### config.mk
export PLATFORM = sky130hd
export DESIGN_NAME = axi_rd_addr_gen
export DESIGN_NICKNAME = d
export VERILOG_FILES = /design/src/rtl/axi_rd_pkg.sv /design/src/rtl/rd_credit_cnt.sv /design/src/rtl/axi_rd_addr_gen.sv
export SDC_FILE = /design/constraint.sdc
export NUM_CORES = 1
export LEC_CHECK = 0
export CAP_MARGIN = 30
export CORE_MARGIN = 2
export CORE_UTILIZATION = 35
export DETAILED_ROUTE_END_ITERATION = 6
export HOLD_SLACK_MARGIN = 0.02
export PLACE_DENSITY = 0.8
export SLEW_MARGIN = 0
export SYNTH_ARGS = -nofsm -noshare
export SYNTH_HDL_FRONTEND = slang
export SYNTH_SLANG_ARGS = --single-unit
export TNS_END_PERCENT = 1
### constraint.sdc
create_clock -name M_AXI_ACLK -period 2.2 [get_ports M_AXI_ACLK]
set_clock_uncertainty 0.2 [all_clocks]
set_input_delay 0.33 -clock M_AXI_ACLK [delete_from_list [all_inputs] [get_ports M_AXI_ACLK]]
set_output_delay 0.33 -clock M_AXI_ACLK [all_outputs]
set_load 0.05 [all_outputs]
### src/rtl/axi_rd_pkg.sv
// rtl/axi_rd_pkg.sv - shared constants, FSM encoding and clog2 for the AXI read-address generator
package axi_rd_pkg;

   localparam logic [1:0] AXI_BURST_INCR = 2'b01;

   typedef enum logic {
      IDLE = 1'b0,
      ADDR = 1'b1
   } rd_state_e;

   // ceil(log2(value)); 0 for value <= 1
   function automatic int clog2(input int unsigned value);
      int unsigned v;
      int          r;
      v = (value > 1) ? value - 1 : 0;
      r = 0;
      while (v != 0) begin
         v = v >> 1;
         r = r + 1;
      end
      return r;
   endfunction

endpackage

### src/rtl/rd_credit_cnt.sv
// rtl/rd_credit_cnt.sv - saturating up/down burst credit counter with underflow flag
module rd_credit_cnt
   import axi_rd_pkg::*;
#(
   parameter int unsigned MAX = 4
) (
   input  logic       clk,
   input  logic       rst_n,
   input  logic       inc,
   input  logic       dec,
   output logic [3:0] cnt,
   output logic [3:0] cnt_next,
   output logic       underflow
);

   localparam logic [3:0] CNT_MAX = 4'(MAX);

   logic dec_ok;

   // A decrement at zero is not a real completion: it only raises underflow
   assign dec_ok = dec && (cnt != 4'd0);

   // Value the counter takes at the next edge; simultaneous inc/dec cancel
   always_comb begin
      underflow = dec && (cnt == 4'd0);
      cnt_next  = cnt;
      if (inc && !dec_ok) begin
         if (cnt != CNT_MAX) begin
            cnt_next = cnt + 4'd1;
         end
      end else if (!inc && dec_ok) begin
         cnt_next = cnt - 4'd1;
      end
   end

   // Count register
   always_ff @(posedge clk or negedge rst_n) begin
      if (!rst_n) begin
         cnt <= 4'd0;
      end else begin
         cnt <= cnt_next;
      end
   end

endmodule

### src/rtl/axi_rd_addr_gen.sv
// rtl/axi_rd_addr_gen.sv - AXI4 AR-channel burst generator over a ring region; RD_ADDR_STATS_EN adds a completed-burst counter
module axi_rd_addr_gen
   import axi_rd_pkg::*;
#(
   parameter int unsigned C_ADDR_WIDTH    = 30,
   parameter int unsigned C_DATA_WIDTH    = 64,
   parameter int unsigned C_BURST_LEN     = 16,
   parameter int unsigned BASE_ADDR       = 0,
   parameter int unsigned REGION_BYTES    = 1048576,
   parameter int unsigned MAX_OUTSTANDING = 4
) (
   input  logic                    M_AXI_ACLK,
   input  logic                    M_AXI_ARESETN,
   input  logic                    rd_en,
   input  logic                    M_AXI_ARREADY,
   input  logic                    M_AXI_RVALID,
   input  logic                    M_AXI_RREADY,
   input  logic                    M_AXI_RLAST,
   output logic [C_ADDR_WIDTH-1:0] M_AXI_ARADDR,
   output logic                    M_AXI_ARVALID,
   output logic [7:0]              M_AXI_ARLEN,
   output logic [2:0]              M_AXI_ARSIZE,
   output logic [1:0]              M_AXI_ARBURST,
   output logic [3:0]              outstanding,
   output logic                    busy,
   output logic                    burst_done,
   output logic                    rd_err,
   output logic [31:0]             burst_cnt
);

   localparam int unsigned     BURST_BYTES = C_BURST_LEN * C_DATA_WIDTH / 8;
   localparam int              OFS_W       = (clog2(REGION_BYTES) < 1) ? 1 : clog2(REGION_BYTES);
   localparam logic [OFS_W-1:0] OFS_STEP   = OFS_W'(BURST_BYTES);
   localparam logic [OFS_W-1:0] OFS_LAST   = OFS_W'(REGION_BYTES - BURST_BYTES);
   localparam logic [3:0]      MAX_OUT     = 4'(MAX_OUTSTANDING);

   if ((C_DATA_WIDTH < 8) || (C_DATA_WIDTH > 1024) || ((C_DATA_WIDTH & (C_DATA_WIDTH - 1)) != 0)) begin : g_bad_data_width
      $error("C_DATA_WIDTH must be a power of two in 8..1024");
   end
   if ((C_BURST_LEN == 0) || (C_BURST_LEN > 256)) begin : g_bad_burst_len
      $error("C_BURST_LEN must be in 1..256");
   end
   if ((4096 % BURST_BYTES) != 0) begin : g_bad_burst_bytes
      $error("burst size must divide 4096 so no burst crosses a 4 KB boundary");
   end
   if ((REGION_BYTES == 0) || ((REGION_BYTES % BURST_BYTES) != 0)) begin : g_bad_region
      $error("REGION_BYTES must be a non-zero multiple of the burst size");
   end
   if ((BASE_ADDR % BURST_BYTES) != 0) begin : g_bad_base
      $error("BASE_ADDR must be aligned to the burst size");
   end
   if ((MAX_OUTSTANDING == 0) || (MAX_OUTSTANDING > 15)) begin : g_bad_max_out
      $error("MAX_OUTSTANDING must be in 1..15");
   end

   rd_state_e        state_q;
   logic             arvalid_q;
   logic [OFS_W-1:0] offset_q;
   logic             ar_hs;
   logic             r_done;
   logic [3:0]       out_cnt;
   logic [3:0]       out_next;
   logic             underflow;
   logic             burst_done_q;
   logic             rd_err_q;

   assign ar_hs  = arvalid_q && M_AXI_ARREADY;
   assign r_done = M_AXI_RVALID && M_AXI_RREADY && M_AXI_RLAST;

   rd_credit_cnt #(
      .MAX (MAX_OUTSTANDING)
   ) u_credit (
      .clk       (M_AXI_ACLK),
      .rst_n     (M_AXI_ARESETN),
      .inc       (ar_hs),
      .dec       (r_done),
      .cnt       (out_cnt),
      .cnt_next  (out_next),
      .underflow (underflow)
   );

   // AR issue FSM: decides against the post-update credit so a freed slot is reused at once
   always_ff @(posedge M_AXI_ACLK or negedge M_AXI_ARESETN) begin
      if (!M_AXI_ARESETN) begin
         state_q   <= IDLE;
         arvalid_q <= 1'b0;
         offset_q  <= '0;
      end else begin
         case (state_q)
            IDLE: begin
               if (rd_en && (out_next < MAX_OUT)) begin
                  state_q   <= ADDR;
                  arvalid_q <= 1'b1;
               end
            end
            ADDR: begin
               if (M_AXI_ARREADY) begin
                  offset_q <= (offset_q == OFS_LAST) ? '0 : offset_q + OFS_STEP;
                  if (rd_en && (out_next < MAX_OUT)) begin
                     state_q   <= ADDR;
                     arvalid_q <= 1'b1;
                  end else begin
                     state_q   <= IDLE;
                     arvalid_q <= 1'b0;
                  end
               end
            end
            default: begin
               state_q   <= IDLE;
               arvalid_q <= 1'b0;
            end
         endcase
      end
   end

   // Completion pulse and sticky error for RLAST arriving with nothing outstanding
   always_ff @(posedge M_AXI_ACLK or negedge M_AXI_ARESETN) begin
      if (!M_AXI_ARESETN) begin
         burst_done_q <= 1'b0;
         rd_err_q     <= 1'b0;
      end else begin
         burst_done_q <= r_done && !underflow;
         rd_err_q     <= rd_err_q | underflow;
      end
   end

`ifdef RD_ADDR_STATS_EN
   logic [31:0] burst_cnt_q;

   // Free-running count of completed bursts, wraps naturally
   always_ff @(posedge M_AXI_ACLK or negedge M_AXI_ARESETN) begin
      if (!M_AXI_ARESETN) begin
         burst_cnt_q <= 32'd0;
      end else if (r_done && !underflow) begin
         burst_cnt_q <= burst_cnt_q + 32'd1;
      end
   end

   assign burst_cnt = burst_cnt_q;
`else
   assign burst_cnt = 32'd0;
`endif

   assign M_AXI_ARADDR  = C_ADDR_WIDTH'(BASE_ADDR) + C_ADDR_WIDTH'(offset_q);
   assign M_AXI_ARVALID = arvalid_q;
   assign M_AXI_ARLEN   = 8'(C_BURST_LEN - 1);
   assign M_AXI_ARSIZE  = 3'(clog2(C_DATA_WIDTH / 8));
   assign M_AXI_ARBURST = AXI_BURST_INCR;
   assign outstanding   = out_cnt;
   assign busy          = arvalid_q || (out_cnt != 4'd0);
   assign burst_done    = burst_done_q;
   assign rd_err        = rd_err_q;

endmodule

== Yosys cells after proc, flatten, opt, wreduce, memory -nomap -nowiden ==
Cells that the tools add are included.
W data, S select, Z words.

* Input port bits: 7
* Bits in registers: 28
* Logic and storage cells: 43

* Add/sub/neg operators: 3
* $lt $le $gt $ge: 1
* Equal/unequal tests: 4
* Reduce and logical (&&, ||, !) cells: 17
* Bitwise gates (word level): 2
* Muxes and demuxes: 10

{| class="wikitable"
|+ Operators with widths
! kind !! count
|-
| $add A20 B8 Y20 const B || 1
|-
| $eq A20 B20 Y1 const B || 1
|-
| $mux W20 || 1
|-
| $mux W4 || 3
|-
| $logic_and A1 B1 Y1 || 9
|-
| $add A4 B1 Y4 const B || 1
|-
| $logic_not A4 Y1 || 1
|-
| $lt A4 B3 Y1 const B || 1
|-
| $mux W1 || 4
|-
| $ne A2 B2 Y1 const B || 2
|-
| $ne A4 B3 Y1 const B || 1
|-
| $pmux W1 S2 || 2
|-
| $reduce_and A2 Y1 || 2
|-
| $reduce_bool A4 Y1 || 1
|-
| $sub A4 B1 Y4 const B || 1
|-
| $logic_not A1 Y1 || 3
|-
| $logic_or A1 B1 Y1 || 1
|-
| $not A1 Y1 || 1
|-
| $or A1 B1 Y1 || 1
|}

== Longest topological paths before layout ==
* Word-level depth: 11
* Gate-level depth with buffers: 8

== By module ==
Synthesis repeated with hierarchy kept, for this count alone.

* Cell total of the unflattened synthesis: 174
* Area total of the unflattened synthesis: 1572.8 um^2

{| class="wikitable"
|+ Modules (own cells, without submodules)
! module !! instances !! cells each !! area an instance (um^2)
|-
| axi_rd_addr_gen || 1 || 140 || 1266.2
|-
| rd_credit_cnt || 1 || 34 || 306.5
|}

== Worst setup path before layout ==
OpenSTA, ideal clock, no wires.

* Path type: register -> register
* Start point: reg u_credit.cnt[1]
* End point: reg arvalid_q, in the netlist M_AXI_ARVALID
* Library setup time: 80 ps
* Cell stages (with the launch flop): 9
* Required time: 1920 ps
* Slack: -168 ps
* Clock period less this slack: 2368 ps
* Arrival time: 2088 ps
* Cell sequence: dfrtp_1 inv_1 ha_1 nor2_1 a211oi_2 a311oi_1 or4_4 a21oi_2 a2bb2oi_1

* Cells in the longest elaborated chain, start to end: 10

{| class="wikitable"
|+ RTL lines
! item !! line !! source
|-
| from (decl) || rd_credit_cnt.sv:11 || <nowiki>output logic [3:0] cnt,</nowiki>
|-
| from (signal assigned) || rd_credit_cnt.sv:41 || <nowiki>cnt <= cnt_next;</nowiki>
|-
| parallel branches: the longest is 4 deep, another holds $sub A4 B1 Y4 || - ||
|-
| $mux W4 (*) || rd_credit_cnt.sv:27 || <nowiki>if (inc && !dec_ok) begin</nowiki>
|-
| $lt A4 B3 Y1 (*) || axi_rd_addr_gen.sv:91, axi_rd_addr_gen.sv:99 ||
|-
| $logic_and A1 B1 Y1 (*) || axi_rd_addr_gen.sv:91, axi_rd_addr_gen.sv:99 ||
|-
| $mux W1 || axi_rd_addr_gen.sv:99 || <nowiki>if (rd_en && (out_next < MAX_OUT)) begin</nowiki>
|-
| $mux W1 || axi_rd_addr_gen.sv:97 || <nowiki>if (M_AXI_ARREADY) begin</nowiki>
|-
| $pmux W1 S2 || axi_rd_addr_gen.sv:89 || <nowiki>case (state_q)</nowiki>
|-
| to (signal assigned) || axi_rd_addr_gen.sv:93 || <nowiki>arvalid_q <= 1'b1;</nowiki>
|-
| to (signal assigned) || axi_rd_addr_gen.sv:101 || <nowiki>arvalid_q <= 1'b1;</nowiki>
|-
| to (signal assigned) || axi_rd_addr_gen.sv:104 || <nowiki>arvalid_q <= 1'b0;</nowiki>
|-
| to (decl) || axi_rd_addr_gen.sv:57 || <nowiki>logic arvalid_q;</nowiki>
|}

Every way passes the cells marked *. The select of a mux whose other input is x is not followed.
A chain may end at the register's enable or synchronous reset.

== Worst setup path after layout ==
* Start point: in M_AXI_RREADY
* End point: reg arvalid_q, in the netlist M_AXI_ARVALID

* Cells in the longest elaborated chain, start to end: 11

{| class="wikitable"
|+ RTL lines
! item !! line !! source
|-
| from (decl) || axi_rd_addr_gen.sv:17 || <nowiki>input logic M_AXI_RREADY,</nowiki>
|-
| $logic_and A1 B1 Y1 (*) (2 in a row) || axi_rd_addr_gen.sv:68 || <nowiki>assign r_done = M_AXI_RVALID && M_AXI_RREADY && M_AXI_RLAST;</nowiki>
|-
| $logic_and A1 B1 Y1 (*) || rd_credit_cnt.sv:21 || <nowiki>assign dec_ok = dec && (cnt != 4'd0);</nowiki>
|-
| $logic_and A1 B1 Y1 or $logic_not A1 Y1 (tied branches) || rd_credit_cnt.sv:31, rd_credit_cnt.sv:27 ||
|-
| $mux W4 or $logic_and A1 B1 Y1 (tied branches) || rd_credit_cnt.sv:31, rd_credit_cnt.sv:27 ||
|-
| $mux W4 (*) || rd_credit_cnt.sv:27 ||
|-
| $lt A4 B3 Y1 (*) || axi_rd_addr_gen.sv:91, axi_rd_addr_gen.sv:99 ||
|-
| $logic_and A1 B1 Y1 (*) || axi_rd_addr_gen.sv:91, axi_rd_addr_gen.sv:99 ||
|-
| $mux W1 || axi_rd_addr_gen.sv:99 ||
|-
| $mux W1 || axi_rd_addr_gen.sv:97 ||
|-
| $pmux W1 S2 || axi_rd_addr_gen.sv:89 ||
|}

Every way passes the cells marked *; elsewhere a longest branch is shown, timed or not. The select of a mux whose other input is x is not followed.

==> flow_metrics.env <==
export IMPL_place_inst=272
export IMPL_stdcell_count=278
export IMPL_synthesis_area_sq_um=1610
export IMPL_worstSetupPathType="in2reg"
export IMPL_ctsHoldBuffers=0
export IMPL_yosysMostFrequentCell="buf_4"
export IMPL_overflow=0
export IMPL_worstPathRequired_ns=2.19
export IMPL_nFillCells=437
export IMPL_fp_dieW_microns=71.9
export IMPL_maxSlewHeadroom_pct=66.7
export IMPL_vias=1188
export IMPL_p_int_uw=898
export IMPL_fmax_mhz=463
export IMPL_critPathTopFamily="simple AND/OR/NAND/NOR gates"
export IMPL_yosys_area_top_type="dfrtp_1"
export IMPL_p_sw_share_pct=50.1
export IMPL_nNetsFinal=237
export IMPL_die_area_sq_um=5170
export IMPL_antenna_found_initial=0
export IMPL_place_gp_congestion=0.847
export IMPL_cts_buffer_depth=2
export IMPL_synthCells=186
export IMPL_period_minus_slack_ns=2.16
export IMPL_drc=0
export IMPL_yosysSeqAreaShare_pct=32.6
export IMPL_grt_pass1_wl_microns=4730
export IMPL_io_pins=90
export IMPL_synth_cell_types=36
export IMPL_status="finished clean"
export IMPL_cts_clk_slew_worst_paths_ns=0.07
export IMPL_start_kind="input port"
export IMPL_drt_iter0_markers=45
export IMPL_power_switching_uw=900
export IMPL_finalHoldViolations=0
export IMPL_path_buf_inv=1
export IMPL_synth_edf_count=0
export IMPL_ant_nets=0
export IMPL_cts_tree="built"
export IMPL_grt_usage_pct=11.6
export IMPL_wirelength_microns=3000
export IMPL_syn_area_per_cell_sq_um=8.67
export IMPL_clock_sinks=21
export IMPL_cts_buffers=3
export IMPL_synth_top_cell_area_share_pct=32.6
export IMPL_start_util_pct=36.8
export IMPL_finalSetupViolations=0
export IMPL_max_cap_violations=0
export IMPL_combPwrFrac_pct=55.1
export IMPL_pwr_share_clk_pct=14.4
export IMPL_vias_per_cell=4.27
export IMPL_synth_area_leaders="dfrtp_1, buf_4, xnor2_1"
export IMPL_max_stage_delay_ns=0.53
export IMPL_hpwl_microns=2350
export IMPL_ys_flop_type="dfrtp_1"
export IMPL_drive_gt1_share_pct=16.8
export IMPL_worstPathMaxFanout=6
export IMPL_slew_viol_final=0
export IMPL_syn2layout_area_growth_pct=16.6
export IMPL_min_period_over_period_pct=98.2
export IMPL_crit_chain="clkdlybuf4s50_1, nand3_2, a31oi_1, a22oi_2, or4_4, a21oi_2, a2bb2oi_2"
export IMPL_hp_class="in2async"
export IMPL_tightestPinTransition_ns=0.498
export IMPL_ctsHtreeMaxLevel=1
export IMPL_port_buffers=27
export IMPL_grt_pass1_vias=1041
export IMPL_yosys_warnings=0
export IMPL_reg2reg_setup_slack_ns=0.06
export IMPL_setup_tns_ns=0
export IMPL_async_reset_ff_share_pct=100
export IMPL_grt_max_degree=22
export IMPL_slowest_stage="or4_4"
export IMPL_power_density_nw_per_um2=956
export IMPL_cp_arrival_ns=2.15
export IMPL_p_seq_share_pct=30.6
export IMPL_ys_ff_latch=21
export IMPL_end_kind="flip-flop"
export IMPL_n_antenna_cell=0
export IMPL_leakagePower_nw=0.919
export IMPL_first_pass_iters=4
export IMPL_synthTopCellsByCount="buf_4, dfrtp_1, nand2_1, nor2_1, nand3_1"
export IMPL_worstSkewPairLatency_ns=0.26
export IMPL_core_area_sq_um=4380
export IMPL_peakVddDrop_mv=0.287
export IMPL_rows=24
export IMPL_cts_root_buffer="clkbuf_8"
export IMPL_chipHeight_microns=71.9
export IMPL_wire_per_inst_microns=10.8
[per-layer routing]
metal	global-route usage (%)	up-vias	share of wire, %
li1	-	577	-
met5	0	-	0
met2	20.7	50	51
met1	13.6	557	41
met4	5.66	0	1.6
met3	1.83	4	6.4
[stage by stage]
stage | setup WS (ns) | power [mW] | utilization (%) | area [sq um] | hold slack [ns]
floorplan | 0.00612 | 1.34 | - | 1860 | -0.166
global placement | -0.234 | 1.47 | 40.8 | 1790 | 0.240
detailed placement | -0.333 | 1.49 | 40.8 | 1790 | 0.245
CTS | 0.00299 | 1.75 | 42.0 | 1840 | 0.223
global route | -0.0204 | 1.88 | 42.9 | 1880 | 0.236
finish | 0.0394 | 1.80 | 42.9 | 1880 | 0.212
[power by group through the flow]
stage	combinational, mW	sequential (mW)	clock [mW]
after global placement	0.920	0.552	0
after CTS	0.944	0.547	0.260
after global routing	1.05	0.562	0.275
after floorplan	0.597	0.738	0
final	0.990	0.549	0.258
after detailed placement	0.939	0.553	0
[cell usage in the layout (no fill, tap or decap), types with 3 or more instances in the layout]
cell | synthesis | routed
and3_1 | 4 | 4
buf_4 | 62 | 15
clkbuf_8 | 0 | 3
clkdlybuf4s50_1 | 0 | 25
conb_1 | 2 | 62
dfrtp_1 | 21 | 17
dfrtp_2 | 0 | 4
inv_1 | 7 | 5
nand2_1 | 14 | 13
nand3_1 | 11 | 10
nor2_1 | 14 | 14
o21ai_0 | 6 | 5
xnor2_1 | 7 | 7
xor2_1 | 6 | 6
[sequential cells by signal, indices dropped and copies added (netlist names)]
name	count
burst_done	1
offset_q	13
u_credit.cnt	4
M_AXI_ARVALID	1
state_q	1
rd_err	1
[path summary, 6_finish.rpt]
kind	depth (start not counted)	start	to
worst max register to register	8	u_credit.cnt[1]$_DFFE_PN0P_	M_AXI_ARVALID$_DFFE_PN0P_
max in group asynchronous	2	M_AXI_ARESETN	u_credit.cnt[2]$_DFF_PN0_
min in group M_AXI_ACLK	1	rd_err$_DFF_PN0_	rd_err$_DFF_PN0_
worst max-delay path	7	M_AXI_RREADY	M_AXI_ARVALID$_DFFE_PN0P_
worst min-delay path	2	M_AXI_ARESETN	rd_err$_DFF_PN0_
worst min register to register	1	rd_err$_DFF_PN0_	rd_err$_DFF_PN0_
[final cells by class]
type | instances | area, sq um | area share (%)
timing repair buffer | 40 | 363 | 19.3
inverter | 7 | 28.8 | 1.53
multi-input combinational | 154 | 848 | 45.1
clock buffer | 4 | 45.0 | 2.40
sequential | 21 | 531 | 28.2
tap | 52 | 65.1 | 3.46
[cells by family after synthesis]
| kind of cell | Yosys count | synth area share [%] |
|---|---|---|
| buf+inv | 71 | 31.5 |
| simple gates | 55 | 16.4 |
| compound gates | 21 | 9.62 |
| flops | 21 | 32.6 |
| xor+xnor | 13 | 7.06 |
| fa+ha+maj | 3 | 2.33 |
| other cells | 2 | 0.466 |
[worst register-to-register path: cells and delay by family, from the launching register on]
kind                     cells  cell delay [ns]
AND/OR/NAND/NOR              4             0.93
AO/OA/AOI/OAI                2             0.29
buffers and inverters        1             0.06
adder cells (fa/ha/maj)      1             0.17
flip-flops                   1             0.43
[repair_timing]
item,4_1_cts,5_1_grt
gates resized for setup,2,9
buffers inserted,0,2
endpoints found under the hold margin,0,0
pin swaps,1,3
setup endpoints to repair,1,1
Note: power is estimated with default switching activity, not from simulation.
